==> src/rtl/data_mem_arbiter.sv <==
// Shares one data-memory port between a CPU and a DMA/debug requester.
// Each access runs IDLE -> ISSUE -> RESP; the CPU has priority, bounded by a burst counter.
module data_mem_arbiter #(
    parameter int ADDR_W    = 32,
    parameter int DATA_W    = 32,
    parameter int MAX_BURST = 4
) (
    input  logic              clk,
    input  logic              reset,
    input  logic              clk_enable,
    input  logic              cpu_read,
    input  logic              cpu_write,
    input  logic [ADDR_W-1:0] cpu_address,
    input  logic [DATA_W-1:0] cpu_writedata,
    output logic              cpu_ack,
    output logic [DATA_W-1:0] cpu_readdata,
    input  logic              dma_read,
    input  logic              dma_write,
    input  logic [ADDR_W-1:0] dma_address,
    input  logic [DATA_W-1:0] dma_writedata,
    output logic              dma_ack,
    output logic [DATA_W-1:0] dma_readdata,
    output logic [ADDR_W-1:0] data_address,
    output logic [DATA_W-1:0] data_writedata,
    output logic              data_read,
    output logic              data_write,
    input  logic [DATA_W-1:0] data_readdata,
    output logic [1:0]        dbg_state
);

    localparam int CNT_W = $clog2(MAX_BURST + 1);
    localparam logic [CNT_W-1:0] BURST_MAX = CNT_W'(MAX_BURST);

    typedef enum logic [1:0] {
        S_IDLE  = 2'd0,
        S_ISSUE = 2'd1,
        S_RESP  = 2'd2
    } state_t;

    state_t            state_q, state_d;
    logic              grant_dma_q, grant_dma_d;
    logic              op_write_q, op_write_d;
    logic [ADDR_W-1:0] addr_q, addr_d;
    logic [DATA_W-1:0] wdata_q, wdata_d;
    logic [CNT_W-1:0]  burst_q, burst_d;
    logic [DATA_W-1:0] cpu_rdata_q, cpu_rdata_d;
    logic [DATA_W-1:0] dma_rdata_q, dma_rdata_d;

    logic cpu_pend, dma_pend, win_dma;

    assign cpu_pend = cpu_read | cpu_write;
    assign dma_pend = dma_read | dma_write;
    // DMA only beats a pending CPU once the CPU has used up its burst allowance.
    assign win_dma  = dma_pend & (~cpu_pend | (burst_q == BURST_MAX));

    always_comb begin
        state_d     = state_q;
        grant_dma_d = grant_dma_q;
        op_write_d  = op_write_q;
        addr_d      = addr_q;
        wdata_d     = wdata_q;
        burst_d     = burst_q;
        cpu_rdata_d = cpu_rdata_q;
        dma_rdata_d = dma_rdata_q;
        if (clk_enable) begin
            case (state_q)
                S_IDLE: begin
                    if (cpu_pend | dma_pend) begin
                        grant_dma_d = win_dma;
                        op_write_d  = win_dma ? dma_write : cpu_write;
                        addr_d      = win_dma ? dma_address : cpu_address;
                        wdata_d     = win_dma ? dma_writedata : cpu_writedata;
                        if (win_dma || !dma_pend) begin
                            burst_d = '0;
                        end else if (burst_q != BURST_MAX) begin
                            burst_d = burst_q + CNT_W'(1);
                        end
                        state_d = S_ISSUE;
                    end
                end
                S_ISSUE: state_d = S_RESP;
                S_RESP: begin
                    if (!op_write_q) begin
                        if (grant_dma_q) dma_rdata_d = data_readdata;
                        else             cpu_rdata_d = data_readdata;
                    end
                    state_d = S_IDLE;
                end
                default: state_d = S_IDLE;
            endcase
        end
    end

    always_ff @(posedge clk or negedge reset) begin
        if (!reset) begin
            state_q     <= S_IDLE;
            grant_dma_q <= 1'b0;
            op_write_q  <= 1'b0;
            addr_q      <= '0;
            wdata_q     <= '0;
            burst_q     <= '0;
            cpu_rdata_q <= '0;
            dma_rdata_q <= '0;
        end else begin
            state_q     <= state_d;
            grant_dma_q <= grant_dma_d;
            op_write_q  <= op_write_d;
            addr_q      <= addr_d;
            wdata_q     <= wdata_d;
            burst_q     <= burst_d;
            cpu_rdata_q <= cpu_rdata_d;
            dma_rdata_q <= dma_rdata_d;
        end
    end

    // Strobes and acks are gated by clk_enable so a frozen ISSUE/RESP shows nothing.
    assign data_read      = clk_enable & (state_q == S_ISSUE) & ~op_write_q;
    assign data_write     = clk_enable & (state_q == S_ISSUE) & op_write_q;
    assign cpu_ack        = clk_enable & (state_q == S_RESP) & ~grant_dma_q;
    assign dma_ack        = clk_enable & (state_q == S_RESP) & grant_dma_q;
    assign data_address   = addr_q;
    assign data_writedata = wdata_q;
    assign cpu_readdata   = cpu_rdata_q;
    assign dma_readdata   = dma_rdata_q;
    assign dbg_state      = state_q;

endmodule

==> config.mk <==
export PLATFORM = sky130hd
export DESIGN_NAME = data_mem_arbiter
export DESIGN_NICKNAME = d
export VERILOG_FILES = /design/src/rtl/data_mem_arbiter.sv
export SDC_FILE = /design/constraint.sdc
export NUM_CORES = 1
export LEC_CHECK = 0
export BUFFER_PORTS_ARGS = -buffer_cell sky130_fd_sc_hd__buf_2
export CELL_PAD_IN_SITES_DETAIL_PLACEMENT = 0
export CELL_PAD_IN_SITES_GLOBAL_PLACEMENT = 2
export CORE_UTILIZATION = 30
export DETAILED_ROUTE_END_ITERATION = 10
export PLACE_DENSITY_LB_ADDON = 0.1
export SETUP_SLACK_MARGIN = 0.15
export SYNTH_ARGS = -nofsm -noshare
export SYNTH_HDL_FRONTEND = slang
export SYNTH_SLANG_ARGS = --single-unit
==> constraint.sdc <==
create_clock -name clk -period 4.4 [get_ports clk]
set_input_delay 0.88 -clock clk [delete_from_list [all_inputs] [get_ports clk]]
set_output_delay 0.88 -clock clk [all_outputs]
set_load 0.005 [all_outputs]
# Word-level counts from Yosys, hierarchy flattened
# Cells that the tools add are included.
word_totals:
  word_cells: 44
  register_bits: 135
  out_inout_bits: 134
op_classes:
  eq_ne: 5
  n_addsub: 1
  n_bitwise: 14
  reduce_logical: 9
  mux: 7
op_table:
  columns: ["op", "n"]
  rows:
  - ["two-way mux 32 bit", 2]
  - ["AND reduction 4 bit", 3]
  - ["bitwise AND 1 bit", 7]
  - ["two-way mux 3 bit", 2]
  - ["bitwise OR 1 bit", 4]
  - ["case mux 2 bit (2 select lines)", 1]
  - ["adder 3 x 1 -> 3 bit (second input constant)", 1]
  - ["equality test 3 bit (second input constant)", 1]
  - ["!= test 3 bit (second input constant)", 1]
  - ["NOT 1 bit", 3]
  - ["AND reduction 3 bit", 1]
  - ["equality test 2 x 1 -> 1 bit (second input constant)", 1]
  - ["equality test 2 bit (second input constant)", 1]
  - ["zero test 2 bit", 1]
  - ["two-way mux 2 bit", 1]
  - ["!= test 2 bit (second input constant)", 1]
  - ["AND reduction 2 bit", 1]
  - ["nonzero test 2 bit", 1]
  - ["zero test 1 bit", 1]
  - ["logical OR 1 bit", 1]
  - ["two-way mux 1 bit", 1]

# Depth between registers and ports, before layout
# Gate-level depths: netlist of run 1.
depth:
  depth_word: 7
  depth_mapped: 7
  mapped_depth_nobuf: 5

# Least setup slack after synthesis of run 1
# No wires, ideal clock.
synth_timing:
  kind: "input -> register"
  startpoint: "input port clk_enable"
  endpoint: "register burst_q[0]"
  setup_slack_ns: 2.343
  arrival_time_ns: 1.933
  cell_stages: 4
  path_buffers: 1
  cell_sequence: "or3b_1 -> buf_2 -> or2_2 -> mux2_2"
synth_between:
  elab_chain_cells: 1
synth_lines:
  columns: ["element", "line_no", "rtl"]
  rows:
  - ["start: declaration", "10", "input logic clk_enable,"]
  - ["AND reduction 4 bit (no line)", null, null]
  - ["end signal: assignment", "110", "burst_q <= burst_d;"]
  - ["end: declaration", "45", "logic [CNT_W-1:0] burst_q, burst_d;"]
# No other way between the ends.
# A chain may end at the register's enable or synchronous reset.

# Worst setup path in the final report of run 1
layout_timing:
  startpoint: "input port clk_enable"
  endpoint: "register wdata_q[3] (netlist: data_writedata[3])"
layout_between:
  elab_chain_cells: 1
layout_lines:
  columns: ["element", "line_no", "rtl"]
  rows:
  - ["AND reduction 3 bit (no line)", null, null]
  - ["end signal: assignment", "109", "wdata_q <= wdata_d;"]
  - ["end: declaration", "44", "logic [DATA_W-1:0] wdata_q, wdata_d;"]
# No other way between the ends.

==> impl_metrics.yaml, run 1 <==
status:
  status: "complete, no violations"
timing:
  period_share_pct: 66.8
  hold_viol_final: 0
  worst-slew-pin-transition_ns: 0.840
  setup_viol: 0
  fin_crit_ns: 2.94
  fmax_ghz: 0.340
  rsz0062_at_grt: "no"
  slew_violations: 0
  finClkSkew_ns: 0.00919
  max-slew-margin-rel_pct: 44.0
  setup_tns_ns: 0
  hold_ws_ns: 0.481
detailed_routing:
  dr.pass1.iters: 4
  antenna_left: 0
  drc_errors: 0
  route.detailed.wl_per_inst_um: 19.3
  drt_iter0_markers: 190
  wirelength_um: 20000
  vias_per_cell: 5.12
  num_vias: 5311
pwr:
  internal_power_mw: 3.71
  power_density_nw_per_um2: 675
  pwr-share-seq_pct: 38.4
  leakage_nw: 3.92
  p_sw_mw: 1.92
  comb_power_share_pct: 37.0
  vdd_drop_max_v: 0.000260
  switching_share_pct: 34.2
  clkPwrFrac_pct: 24.6
critical_path:
  cp.arrival_ns: 3.27
  startpoint: "clk_enable"
  timing.rr.start: "dbg_state[0]"
  crit_type: "input port to flop"
  critPathCapture: "data_writedata[3]"
  path_cells: "buf_2, or3b_2, nor2_4, buf_4, a2bb2oi_1"
  slowest_stage: "or3b_2"
  cpPeakStageDelay_ns: 0.76
  rr_worst_depth: 4
  endpoint_kind: "flop"
  cp_max_fo: 37
  start_kind: "input port"
  worstPathRequired_ns: 4.73
  regToRegSetupSlack_ns: 1.60
  rr_endpoint: "data_writedata[3]"
layout:
  mostFrequentLayoutCells: "buf_2 (299), dfrtp_1 (135), o21ai_0 (68)"
  final_common_cell: "buf_2"
  area_delta_synth_final_pct: 37.2
  layout.nets: 928
  final_layout_size_suffix_gt1_share_pct: 50.8
global_route:
  grt_usage_pct: 18.9
  grt_pass1_vias: 5426
  grt_antenna_before_repair: 4
  grt.overflow.total: 0
  grt_pass1_wl_um: 29700
  grt_max_degree: 91
die:
  die_area_sq_um: 20900
  die_x_um: 144
  io-pin-count: 301
  core_area_sq_um: 19700
  die_h_um: 144
  rows: 51
  start_util_pct: 31.0
synth:
  syn-num-nets: 654
  netlist_area_sq_um: 6090
  synth_sequential_area_ratio_pct: 55.5
  synth_seq_cells: 135
  synth_mux_area_share_pct: 12.0
  synth_top_family_by_area: "compound AO/OA/AOI/OAI gates"
  avgSynthCellArea_sq_um: 12.6
  synth_cells: 485
  synth-compound-area-share_pct: 25.0
  yosys_warnings: 0
  synthAdderAreaFrac_pct: 0.411
  synthSimpleGateAreaFrac_pct: 1.87
  synthDistinctLibCells: 30
  synth_xor_xnor_area_share_pct: 0
placed_design:
  numPortBuffers: 300
  dp_hpwl_um: 13400
  gp_congestion: 0.761
cts:
  cts-htree-levels: 4
  cts.sinks: 135
  clk_pin_slew_ns: 0.06
  numCtsBuffers: 17
  cts_tree: "done"
  cts_resized: 0
  cts_hold_buf: 0
  clock_path_buffers: 2
  clock_latency_ns: 0.42
  cts_root_buffer: "clkbuf_16"
  post_cts_buffers: 0
job:
  drv_cap: 0
min_path:
  hold_path_class: "flop to flop"
flip-flops by register name (all words and copies together) (netlist names):
name,cells
dma_readdata,32
cpu_readdata,32
data_address,32
grant_dma_q,1
dbg_state,2
data_writedata,32
burst_q,3
op_write_q,1
cells by family after synthesis:
group | after synthesis
buf+inv | 63
flops | 135
simple gates | 17
compound gates | 203
mux | 65
fa+ha+maj | 2
per-stage QoR:
stage	utilization [%]	power (mW)	setup slack [ns]	instance area (sq um)	cells
after floorplan	-	3.27	2.34	6090	485
after global placement	39.6	4.24	1.10	7780	1005
after detailed placement	39.6	4.30	1.04	7780	1005
after CTS	42.5	5.71	1.48	8350	1037
after global routing	42.5	6.01	1.31	8350	1037
final	42.5	5.63	1.46	8350	1038
worst max-delay path, delay by kind of cell:
family,cells,cell delay [ns]
AND/OR/NAND/NOR,2,1.49
AO/OA/AOI/OAI,1,0.21
buffers and inverters,2,0.65
Yosys cell counts (all sizes together):
cell     number  share of area, %
nand3b        1              0.12
nor3          2              0.25
nand3         1             0.082
buf          23               2.7
nor2          6              0.41
inv           6              0.37
ha            2              0.41
nor4          1              0.35
or2           2              0.21
mux2         65                12
dfrtp       135                55
a22oi         1              0.12
or3b          1              0.14
o2bb2ai       1              0.14
a211oi        1              0.12
o21ai        68               5.6
nand2b        2              0.21
or3           1              0.10
a311oi       64               9.2
a22o          1              0.14
o32ai         1              0.14
a2bb2oi      65               9.4
a32o          1              0.16
clkbuf       34               2.1
cell type report:
class,count,area (sq um)
multi-input cells,287,2450
clock inverters,14,140
clock buffers,18,429
well taps,265,332
repair buffers,312,1600
fillers,1965,11300
diodes,1,2.50
inverters,6,22.5
flip-flops and latches,135,3380
power groups by stage:
stage	logic [mW]	clock network (mW)	registers, mW
after CTS	2.12	1.42	2.17
after global placement	2.08	0	2.16
after global routing	2.30	1.47	2.24
after floorplan	1.07	0	2.20
after detailed placement	2.12	0	2.17
final	2.08	1.39	2.16
metal layers:
| metal | global-route usage (%) | share of wire, % | up-vias |
|---|---|---|---|
| li1 | - | - | 2463 |
| met1 | 22.9 | 42 | 2598 |
| met2 | 31.0 | 47 | 222 |
| met3 | 6.66 | 8.5 | 26 |
| met4 | 6.87 | 1.7 | 2 |
| met5 | 0 | 0.065 | - |
worst min path at each step:
stage / startpoint / end / slack, ns / cells past startpoint
6_report: cpu_readdata[12] / cpu_readdata[12] / 0.48 / 1
4_1_cts: cpu_readdata[12] / cpu_readdata[12] / 0.49 / 1
2_1_floorplan: cpu_readdata[12] / cpu_readdata[12] / 0.48 / 1
3_5_place_dp: cpu_readdata[12] / cpu_readdata[12] / 0.47 / 1
5_1_grt: dma_readdata[17] / dma_readdata[17] / 0.50 / 1
3_3_place_gp: cpu_readdata[27] / cpu_readdata[27] / 0.46 / 1
(Power assumes the default switching activity.)
==> run 2: changes to the inputs <==
--- a/config.mk
+++ b/config.mk
@@ -8,7 +8,7 @@
 export BUFFER_PORTS_ARGS = -buffer_cell sky130_fd_sc_hd__buf_2
 export CELL_PAD_IN_SITES_DETAIL_PLACEMENT = 0
 export CELL_PAD_IN_SITES_GLOBAL_PLACEMENT = 2
-export CORE_UTILIZATION = 30
+export CORE_UTILIZATION = 25
 export DETAILED_ROUTE_END_ITERATION = 10
 export PLACE_DENSITY_LB_ADDON = 0.1
 export SETUP_SLACK_MARGIN = 0.15
==> constraint.sdc (replaced) <==
create_clock -name clk -period 2.5 [get_ports clk]
set_input_delay 0.5 -clock clk [delete_from_list [all_inputs] [get_ports clk]]
set_output_delay 0.5 -clock clk [all_outputs]
set_load 0.005 [all_outputs]
==> impl_metrics.yaml, run 2 (synthesis gave the netlist of run 1 again) <==
die:
  start_util_pct: 25.7
  rows: 56
  die_area_sq_um: 25000
  core_area_sq_um: 23700
  die_h_um: 158
  die_x_um: 158
  io-pin-count: 301
detailed_routing:
  drt_iter0_markers: 252
  num_vias: 5469
  dr.pass1.iters: 4
  wirelength_um: 21600
  vias_per_cell: 4.96
  route.detailed.wl_per_inst_um: 19.6
  antenna_left: 0
  drc_errors: 0
pwr:
  power_density_nw_per_um2: 1190
  vdd_drop_max_v: 0.000424
  leakage_nw: 3.98
critical_path:
  cp.arrival_ns: 1.39
  worstPathRequired_ns: 2.00
  rr_worst_depth: 6
  regToRegSetupSlack_ns: 0.65
  startpoint: "dbg_state[0]"
  start_kind: "flop"
  crit_type: "flop to output port"
  rr_endpoint: "data_address[3]"
  timing.rr.start: "burst_q[0]"
  endpoint_kind: "output port"
  cp_max_fo: 5
cts:
  cts_root_buffer: "clkbuf_16"
  clock_latency_ns: 0.41
  cts.sinks: 135
  clk_pin_slew_ns: 0.07
  cts_tree: "done"
  post_cts_buffers: 0
  numCtsBuffers: 17
  cts_resized: 0
  clock_path_buffers: 2
  cts-htree-levels: 4
  cts_hold_buf: 0
layout:
  mostFrequentLayoutCells: "buf_2 (299), dfrtp_1 (135), o21ai_0 (68)"
  area_delta_synth_final_pct: 41.0
  final_layout_size_suffix_gt1_share_pct: 51.1
  final_util_pct: 36.2
  final_common_cell: "buf_2"
  layout.nets: 933
timing:
  slew_violations: 0
  setup_tns_ns: 0
  finClkSkew_ns: 0.00746
  hold_viol_final: 0
  hold_ws_ns: 0.0113
  fmax_ghz: 0.528
  setup_viol: 0
  max-slew-margin-rel_pct: 59.0
  worst-slew-pin-transition_ns: 0.614
  period_share_pct: 75.7
  fin_crit_ns: 1.89
  rsz0062_at_grt: "no"
min_path:
  hold_path_class: "input port to async pin"
global_route:
  grt.overflow.total: 0
  grt_pass1_wl_um: 32300
  grt_usage_pct: 17.0
  grt_pass1_vias: 5759
  grt_antenna_before_repair: 7
  grt_max_degree: 55
placed_design:
  dp_hpwl_um: 14600
  gp_congestion: 0.728
  numPortBuffers: 300
job:
  drv_cap: 0
status:
  status: "complete, no violations"
[run 2: power breakdown]
| part | leakage, nW | switching, mW | internal, mW |
|---|---|---|---|
| registers | 1.62 | 0.575 | 3.23 |
| clock network | 0.279 | 1.09 | 1.50 |
| logic | 2.08 | 1.81 | 1.96 |
| total | 3.98 | 3.48 | 6.69 |
[run 2: how the worst max path moves through the flow]
| stage | slack (ns) | cells past startpoint | endpoint |
|---|---|---|---|
| 6_report | 0.61 | 3 | cpu_ack |
| 5_1_grt | 0.48 | 3 | cpu_ack |
| 4_1_cts | 0.57 | 3 | cpu_ack |
| 3_5_place_dp | 0.50 | 5 | data_writedata[12] |
| 3_3_place_gp | 0.55 | 5 | data_address[9] |
| 2_1_floorplan | 0.82 | 4 | burst_q[0] |
[run 2: per-stage QoR]
stage / power [mW] / instance area (sq um) / instances / setup slack [ns]
finish: 10.2 / 8580 / 1103 / 0.608
global route: 10.9 / 8580 / 1100 / 0.481
CTS: 10.3 / 8570 / 1096 / 0.569
detailed placement: 7.67 / 7970 / 1064 / 0.502
global placement: 7.59 / 7970 / 1064 / 0.551
floorplan: 5.76 / 6090 / 485 / 0.823
[run 2: critical path, stage by stage, from the launching register on]
cell and delay (ns):
dfrtp_1 0.42, nand3b_1 0.26, nor2_1 0.15, buf_2 0.15
[run 2: layout make-up]
cell class	instances	area [sq um]
antenna	7	17.5
clock buffer	18	429
clock inverter	14	165
fill	2481	15100
inverter	6	22.5
multi-input combinational	287	2450
sequential	135	3380
tap	319	399
timing repair buffer	317	1720
[run 2: layer usage]
metal / wire length [um] / vias to the layer above / track usage (%)
met1: 9260 / 2717 / 20.7
met3: 1780 / 30 / 5.37
li1: - / 2482 / -
met5: 13 / - / 0
met4: 346 / 2 / 6.64
met2: 10200 / 238 / 28.0
